### config.mk
export PLATFORM = sky130hd
export DESIGN_NAME = rtc_i2c_poller
export DESIGN_NICKNAME = d
export VERILOG_FILES = /design/src/rtl/rtc_i2c_poller.sv
export SDC_FILE = /design/constraint.sdc
export NUM_CORES = 1
export LEC_CHECK = 0
export BUFFER_PORTS_ARGS = -buffer_cell sky130_fd_sc_hd__buf_2
export CAP_MARGIN = 25
export CORE_MARGIN = 2
export CORE_UTILIZATION = 30
export DETAILED_ROUTE_END_ITERATION = 8
export PLACE_DENSITY = 0.56
export SLEW_MARGIN = 20
export SYNTH_ARGS = -nofsm -noshare
export SYNTH_HDL_FRONTEND = slang
export SYNTH_SLANG_ARGS = --single-unit
### constraint.sdc
create_clock -name clk -period 6.9 [get_ports clk]
set_input_delay 1.035 -clock clk [delete_from_list [all_inputs] [get_ports clk]]
set_output_delay 1.035 -clock clk [all_outputs]
set_load 0.05 [all_outputs]
### src/rtl/rtc_i2c_poller.sv
// I2C master that burst-reads NREGS consecutive MCP79410 RTCC registers on request
// and presents them atomically on time_data.
module rtc_i2c_poller #(
  parameter int unsigned CLKDIV    = 4,
  parameter logic [6:0]  DEV_ADDR  = 7'h6F,
  parameter logic [7:0]  START_REG = 8'h00,
  parameter int unsigned NREGS     = 7
) (
  input  logic               clk,
  input  logic               reset,
  input  logic               start,
  output logic               busy,
  output logic               done,
  output logic               ack_err,
  output logic [8*NREGS-1:0] time_data,
  input  logic               scl_in,
  output logic               scl_oe,
  input  logic               sda_in,
  output logic               sda_oe
);

  localparam int unsigned DW = (CLKDIV > 1) ? $clog2(CLKDIV) : 1;

  typedef enum logic [2:0] {
    S_IDLE, S_START, S_WR_ADDR, S_WR_REG, S_RSTART, S_RD_ADDR, S_RD_DATA, S_STOP
  } state_t;

  state_t             state_q, state_d;
  logic [DW-1:0]      div_q, div_d;
  logic [1:0]         qtr_q, qtr_d;
  logic [3:0]         bit_q, bit_d;
  logic [2:0]         byte_q, byte_d;
  logic [7:0]         rx_q, rx_d;
  logic [8*NREGS-1:0] shadow_q, shadow_d;
  logic [8*NREGS-1:0] time_q, time_d;
  logic               ack_err_q, ack_err_d;
  logic               done_q, done_d;
  logic               scl_oe_q, scl_oe_d;
  logic               sda_oe_q, sda_oe_d;

  logic data_st, stall, tick;

  // Pad drive {scl_oe, sda_oe} for a given sequencer position; applied to the
  // next-state values so the registered pad outputs line up with the quarter.
  function automatic logic [1:0] bus_drive(state_t st, logic [1:0] q, logic [3:0] b,
                                           logic [2:0] by);
    logic [7:0] tx;
    logic       bit_sda;
    tx = '0;
    case (st)
      S_WR_ADDR: tx = {DEV_ADDR, 1'b0};
      S_WR_REG:  tx = START_REG;
      S_RD_ADDR: tx = {DEV_ADDR, 1'b1};
      default:   tx = '0;
    endcase
    if (st == S_RD_DATA) bit_sda = (b == 4'd8) && (by != 3'(NREGS - 1));
    else if (b == 4'd8)  bit_sda = 1'b0;
    else                 bit_sda = !tx[3'd7 - b[2:0]];
    case (st)
      S_IDLE:   bus_drive = 2'b00;
      S_START:  bus_drive = {1'b0, q[1]};
      S_RSTART: bus_drive = {q == 2'd0, q[1]};
      S_STOP:   bus_drive = {q == 2'd0, q != 2'd3};
      default:  bus_drive = {!q[1], bit_sda};
    endcase
  endfunction

  assign data_st = state_q inside {S_WR_ADDR, S_WR_REG, S_RD_ADDR, S_RD_DATA};
  assign stall   = data_st && (qtr_q == 2'd2) && !scl_in;
  assign tick    = (state_q != S_IDLE) && (div_q == DW'(CLKDIV - 1)) && !stall;

  always_comb begin
    state_d   = state_q;
    div_d     = div_q;
    qtr_d     = qtr_q;
    bit_d     = bit_q;
    byte_d    = byte_q;
    rx_d      = rx_q;
    shadow_d  = shadow_q;
    time_d    = time_q;
    ack_err_d = ack_err_q;
    done_d    = 1'b0;

    if (state_q == S_IDLE) begin
      if (start && !done_q) begin
        state_d   = S_START;
        div_d     = '0;
        qtr_d     = '0;
        bit_d     = '0;
        byte_d    = '0;
        ack_err_d = 1'b0;
      end
    end else begin
      if (!stall) div_d = tick ? '0 : div_q + 1'b1;
      if (tick)   qtr_d = qtr_q + 2'd1;

      // SDA is sampled on the last cycle of q2 (after any stretch has ended)
      if (data_st && tick && (qtr_q == 2'd2)) begin
        if (bit_q == 4'd8) begin
          if (state_q != S_RD_DATA && sda_in) ack_err_d = 1'b1;
        end else if (state_q == S_RD_DATA) begin
          rx_d = {rx_q[6:0], sda_in};
          if (bit_q == 4'd7) shadow_d[{byte_q, 3'b000} +: 8] = {rx_q[6:0], sda_in};
        end
      end

      if (tick && (qtr_q == 2'd3)) begin
        case (state_q)
          S_START:  begin state_d = S_WR_ADDR; bit_d = '0; end
          S_RSTART: begin state_d = S_RD_ADDR; bit_d = '0; end
          S_STOP: begin
            state_d = S_IDLE;
            done_d  = 1'b1;
            if (!ack_err_q) time_d = shadow_q;
          end
          default: begin
            if (bit_q != 4'd8) begin
              bit_d = bit_q + 4'd1;
            end else begin
              bit_d = '0;
              if (ack_err_q) begin
                state_d = S_STOP;
              end else begin
                case (state_q)
                  S_WR_ADDR: state_d = S_WR_REG;
                  S_WR_REG:  state_d = S_RSTART;
                  S_RD_ADDR: begin state_d = S_RD_DATA; byte_d = '0; end
                  default: begin
                    if (byte_q == 3'(NREGS - 1)) state_d = S_STOP;
                    else                         byte_d  = byte_q + 3'd1;
                  end
                endcase
              end
            end
          end
        endcase
      end
    end

    {scl_oe_d, sda_oe_d} = bus_drive(state_d, qtr_d, bit_d, byte_d);
  end

  always_ff @(posedge clk) begin
    if (reset) begin
      state_q   <= S_IDLE;
      div_q     <= '0;
      qtr_q     <= '0;
      bit_q     <= '0;
      byte_q    <= '0;
      rx_q      <= '0;
      shadow_q  <= '0;
      time_q    <= '0;
      ack_err_q <= 1'b0;
      done_q    <= 1'b0;
      scl_oe_q  <= 1'b0;
      sda_oe_q  <= 1'b0;
    end else begin
      state_q   <= state_d;
      div_q     <= div_d;
      qtr_q     <= qtr_d;
      bit_q     <= bit_d;
      byte_q    <= byte_d;
      rx_q      <= rx_d;
      shadow_q  <= shadow_d;
      time_q    <= time_d;
      ack_err_q <= ack_err_d;
      done_q    <= done_d;
      scl_oe_q  <= scl_oe_d;
      sda_oe_q  <= sda_oe_d;
    end
  end

  assign busy      = (state_q != S_IDLE);
  assign done      = done_q;
  assign ack_err   = ack_err_q;
  assign time_data = time_q;
  assign scl_oe    = scl_oe_q;
  assign sda_oe    = sda_oe_q;

endmodule

==> results of run 1 <==
==> kinds of logic (layout without fill, tap and decap cells) <==
family | after synthesis | in the layout | synth area share
AO/OA/AOI/OAI | 126 | 126 | 0.130
XOR/XNOR | 5 | 5 | 0.00776
adder cells (fa/ha/maj) | 9 | 9 | 0.0200
buffers and inverters | 57 | 109 | 0.0397
flip-flops | 137 | 137 | 0.486
multiplexers | 43 | 43 | 0.0767
AND/OR/NAND/NOR | 295 | 295 | 0.240
==> worst max-delay path, delay by kind of cell (launching register included) <==
kind | cells | cell delay, ns
simple gates | 5 | 1.62
flops | 1 | 0.71
compound gates | 1 | 0.33
mux | 1 | 0.33
==> final timing paths <==
kind | endpoint | depth (start not counted)
setup / recovery | shadow_q[33] | 7
hold / removal | time_data[22] | 2
setup reg to reg | shadow_q[33] | 7
hold reg to reg | time_data[22] | 2
==> placed cells by master (no fill, tap or decap), types with 3 or more instances in the layout <==
cell type,count
and3_1,3
nand4_2,3
buf_2,64
clkbuf_16,17
a211oi_1,5
nand3_1,12
or2_2,3
nor3_1,3
nand4_1,6
a21o_1,3
dfxtp_1,137
buf_4,3
ha_1,9
nor2b_1,5
nand4b_1,5
clkinvlp_4,5
nand2_1,164
inv_1,9
nor2_1,64
xnor2_1,4
a21oi_1,86
o21ai_0,7
and4b_1,3
nand3b_1,9
mux2i_1,41
==> cell type report <==
class,count,area share
clock buffer,20,0.0683
clock inverter,12,0.0172
inverter,9,0.00505
multi-input combinational,478,0.401
sequential,137,0.410
tap,234,0.0438
timing repair buffer,68,0.0543
==> routing by layer <==
layer,vias to the layer above,GRT usage
met5,-,0
met3,17,0.0425
met1,2164,0.187
met4,0,0.0489
met2,74,0.213
li1,2358,-
==> stage by stage <==
step,instances,instance area [um2]
after floorplan,672,5640
after CTS,958,6690
after global routing,958,6690
after detailed placement,926,6110
after global placement,925,6090
final,958,6690
==> power breakdown <==
group | total (mW) | internal, mW | switching [mW]
Sequential | 0.795 | 0.792 | 0.00265
Combinational | 0.0318 | 0.00729 | 0.0245
Clock | 0.869 | 0.518 | 0.352
==> registers in the layout (all words and copies together), names as in the netlist <==
register and flops:
time_data 56, rx_q 7, done 1, byte_q 3, div_q 2, bit_q 4, sda_oe 1, scl_oe 1
ack_err 1, shadow_q 56, qtr_q 2, state_q 3
==> out/results.ini, run 1 <==
[setup_path]
crit_type = flop to flop
r2r_setup_slack_ns = 3.75
crit_fanout = 19
cp_cell_sequence = and3b_1 > o21ai_2 > nand4_4 > nor3_4 > nand4b_1 > mux2i_1 > nor2_1
crit_path_top_delay_cell = dfxtp_1
slowest_delay_ns = 0.71
crit_path_end_kind = flop
critPathRequiredTime_ns = 7.17
critPathLaunchType = flop
startpoint = state_q[1]
r2r_start = state_q[1]
arrival_ns = 3.42

[synth]
synth_top_cell_area_share = 0.486
yosys-top-cells-count = 164 x nand2_1, 137 x dfxtp_1, 86 x a21oi_1
yosysSeqAreaShare = 0.486
synth.net_count = 686
synth_edf_count = 0
synth_area_um2 = 5640
synth.avg_cell_area_um2 = 8.40
syn_inst = 672
synth_top_cell_by_area = dfxtp_1
yosysWarningCount = 0
synthArstFlopShare = 0
yosys-top-cells-area = dfxtp_1 49%, nand2_1 11%, a21oi_1 7.6%
yosysMostFrequentCell = nand2_1
ys_seq_elements = 137
yosysUniqueCellTypes = 54
synthFlopType = dfxtp_1

[finish]
fill_cells = 1939
multi_input_area_um2 = 2680
drive_above_1_share = 0.160
area_growth_pct = 18.5
final_core_utilization = 0.360
fin_nets = 725
antenna_cells = 0
area.sequential_um2 = 2740

[worst_hold_path]
hp-start = time_data[22]
hp-class = flop to flop

[cts]
clk_path_buf_depth = 2
insertion_delay_ns = 0.42
numCtsBuffers = 17
cts_hold_buf = 0
ctsResizeCount = 0
post_cts_buffers = 0
root_buffer = clkbuf_16
cts_num_sinks = 137
htreeDepth = 4
cts_tree = built
path_clk_slew_ns = 0.06

[die]
die_y_um = 141
initial_core_util = 0.304
ioPinCount = 66
core-area_um2 = 18600
dieArea_um2 = 19900
rows = 50
die_w_um = 141

[power_and_ir_drop]
power.leakage_nw = 2.78
finalPower_mw = 1.70
peakVddDrop_mv = 0.142
p_per_area_nw_per_um2 = 254

[timing]
worst_slew_pin_slew_ns = 0.921
rsz0062_at_grt = no
maxSlewViolCount = 0
setup_tns_ns = 0
slew_headroom = 0.386
timing.hold.ws_ns = 0.449
fin_crit_sh = 0.456
finalWorstSetupSlack_ns = 3.75
finalHoldViolCount = 0
fin_crit_ns = 3.15
max_freq_mhz = 318
finalSetupViolCount = 0
fin_skew_ns = 0.0116

[drt]
postRouteAntennaNets = 0
met1_length_um = 6870
top_layer_used = met4
post_drt_via_cell_ratio = 4.82
vias = 4613
wl_per_cell_um = 14.1
post-route-drc-count = 0
routed_wl_um = 13500
firstDrtPassIters = 4
wl_met3_um = 534
drt_iter0_markers = 299
wl_met2_um = 5880

[job]
cap_violations = 0

[placement]
place_ws_ns = 3.59
place.port_buffers = 65
place_congestion = 0.833
dp_hpwl_um = 8770

[global_routing]
grt.overflow.total = 0
antenna_found_initial = 0
grt_usage = 0.139
grt_pass1_wl_um = 22100
grt_pass1_vias = 4371
grt_max_degree = 89

[status]
run_status = finished, final reports clean

(Power assumes the default switching activity.)
==> run 2: changes to the inputs <==
--- a/config.mk
+++ b/config.mk
@@ -5,6 +5,7 @@
 export SDC_FILE = /design/constraint.sdc
 export NUM_CORES = 1
 export LEC_CHECK = 0
+export ABC_AREA = 1
 export BUFFER_PORTS_ARGS = -buffer_cell sky130_fd_sc_hd__buf_2
 export CAP_MARGIN = 25
 export CORE_MARGIN = 2
==> constraint.sdc (replaced) <==
create_clock -name clk -period 3.2 [get_ports clk]
set_input_delay 0.48 -clock clk [delete_from_list [all_inputs] [get_ports clk]]
set_output_delay 0.48 -clock clk [all_outputs]
set_load 0.05 [all_outputs]
==> out/results.ini, run 2 <==
[setup_path]
critPathRequiredTime_ns = 3.57
critPathLaunchType = flop
reg2reg_depth = 18
arrival_ns = 3.10
regToRegEndpoint = sda_oe
crit_type = flop to flop
r2r_start = bit_q[0]
r2r_setup_slack_ns = 0.47
crit_fanout = 5
crit_path_end_kind = flop

[finish]
fill_cells = 1969
antenna_cells = 0
drive_above_1_share = 0.164
area_growth_pct = 20.0
layout_common_cells = 137 x dfxtp_1, 127 x nor2_1, 124 x nand2_1
fin_nets = 836
layout_commonest_cell = dfxtp_1
final_core_utilization = 0.368
stdcell_area_um2 = 6940

[power_and_ir_drop]
power.leakage_nw = 3.11
p_seq_frac = 0.452
p_sw_mw = 0.867
p_sw_frac = 0.229
p_per_area_nw_per_um2 = 546
power_frac_clock = 0.527
internal-power_mw = 2.92
comb_power_share = 0.021
peakVddDrop_mv = 0.373
finalPower_mw = 3.79

[cts]
insertion_delay_ns = 0.42
root_buffer = clkbuf_16
htreeDepth = 4
path_clk_slew_ns = 0.06
post_cts_buffers = 0
clk_path_buf_depth = 2
cts_tree = built
cts_num_sinks = 137
numCtsBuffers = 17
ctsResizeCount = 0
cts_hold_buf = 0

[status]
run_status = finished, final reports clean

[synth]
synth_edf_count = 0
yosysMostFrequentCell = dfxtp_1
synth.net_count = 783
synth_top_cell_area_share = 0.474
syn_inst = 769
synthFlopType = dfxtp_1
synthArstFlopShare = 0
yosysUniqueCellTypes = 39
yosys-top-cells-area = dfxtp_1 47%, nor2_1 8.3%, nand2_1 8.1%
yosysWarningCount = 0
ys_seq_elements = 137
synth_top_cell_by_area = dfxtp_1
yosys-top-cells-count = 137 x dfxtp_1, 128 x nor2_1, 124 x nand2_1
yosysSeqAreaShare = 0.474
synth_area_um2 = 5780
synth.avg_cell_area_um2 = 7.52

[global_routing]
grt_max_degree = 54
antenna_found_initial = 0
grt_pass1_wl_um = 23800
grt.overflow.total = 0
grt_usage = 0.149
grt_pass1_vias = 4723

[drt]
firstDrtPassIters = 5
postRouteAntennaNets = 0
routed_wl_um = 14500
post_drt_via_cell_ratio = 4.60
vias = 5034
drt_iter0_markers = 283
post-route-drc-count = 0
wl_per_cell_um = 13.2

[placement]
place_congestion = 0.879
dp_hpwl_um = 9870
placed_cell_area_um2 = 6330
place.port_buffers = 65
place_ws_ns = 0.512

[timing]
setup_tns_ns = 0
maxSlewViolCount = 0
fin_skew_ns = 0.00919
fin_crit_sh = 0.852
worst_slew_pin_slew_ns = 0.675
finalSetupViolCount = 0
rsz0062_at_grt = no
finalWorstSetupSlack_ns = 0.472
max_freq_mhz = 367
finalHoldViolCount = 0
slew_headroom = 0.549
fin_crit_ns = 2.73

[worst_hold_path]
hold_end = shadow_q[48]
min_delay_path_depth = 3
hp-start = sda_in
hp-class = primary input to flop

[die]
initial_core_util = 0.307
core-area_um2 = 18800
rows = 50
die_y_um = 143
ioPinCount = 66
die_w_um = 143
dieArea_um2 = 20400

[job]
cap_violations = 0

-- run 2: routing by layer --
layer  global-route usage  wire, um  vias up
met5                    0         0        -
met4               0.0584       214        0
met3               0.0402       679       17
met2                0.225      6380      112
met1                0.201      7230     2276
li1                     -         -     2629
-- run 2: area by class of cell --
cell class                 count  area (um2)  share of cell area
inverter                      75         282              0.0406
sequential                   137        2740               0.395
tap                          260         325              0.0469
timing repair buffer          75         400              0.0577
clock inverter                13         159              0.0229
multi-input combinational    516        2580               0.373
clock buffer                  19         443              0.0639
-- run 2: power groups by stage --
stage          Sequential [mW]  Clock [mW]  Combinational, mW
6_report                  1.71        1.99             0.0797
5_1_grt                   1.71        2.11             0.0886
3_5_place_dp              1.75           0             0.0800
4_1_cts                   1.71        2.04             0.0803
3_3_place_gp              1.75           0             0.0800
2_1_floorplan             1.75           0             0.0602
-- run 2: worst max path at each step --
stage | slack (ns) | to | cells past startpoint | startpoint
4_1_cts | 0.48 | sda_oe | 18 | bit_q[0]
5_1_grt | 0.11 | sda_oe | 18 | bit_q[0]
6_report | 0.47 | sda_oe | 18 | bit_q[0]
3_3_place_gp | 0.51 | sda_oe | 18 | bit_q[0]
3_5_place_dp | 0.51 | sda_oe | 18 | bit_q[0]
2_1_floorplan | 0.66 | shadow_q[31] | 12 | byte_q[0]
-- run 2: stage by stage --
| stage | instances | hold WS (ns) |
|---|---|---|
| floorplan | 769 | 0.420 |
| global placement | 1063 | 0.452 |
| detailed placement | 1063 | 0.454 |
| CTS | 1095 | 0.412 |
| global route | 1095 | 0.415 |
| finish | 1095 | 0.430 |
-- run 2: kinds of logic (layout without fill, tap and decap cells) --
family | count (synthesis) | in the layout | synth area share
buffers and inverters | 116 | 182 | 0.0797
XOR/XNOR | 3 | 3 | 0.00455
flip-flops | 137 | 137 | 0.474
adder cells (fa/ha/maj) | 9 | 9 | 0.0195
AO/OA/AOI/OAI | 184 | 184 | 0.179
AND/OR/NAND/NOR | 320 | 320 | 0.243
-- run 2: worst max-delay path, cell delays in order (launching register included) --
cell     delay (ns)
dfxtp_1        0.36
inv_1          0.16
ha_1           0.17
nand2_1        0.04
nor2_1         0.40
inv_1          0.21
nor2_1         0.14
nand2_1        0.06
nand3_1        0.06
nand2_1        0.05
nand2_1        0.08
nand3_1        0.13
nor2_1         0.26
inv_1          0.07
nand2_1        0.09
nand2_1        0.10
a21oi_1        0.19
nand2_1        0.07
inv_1          0.05
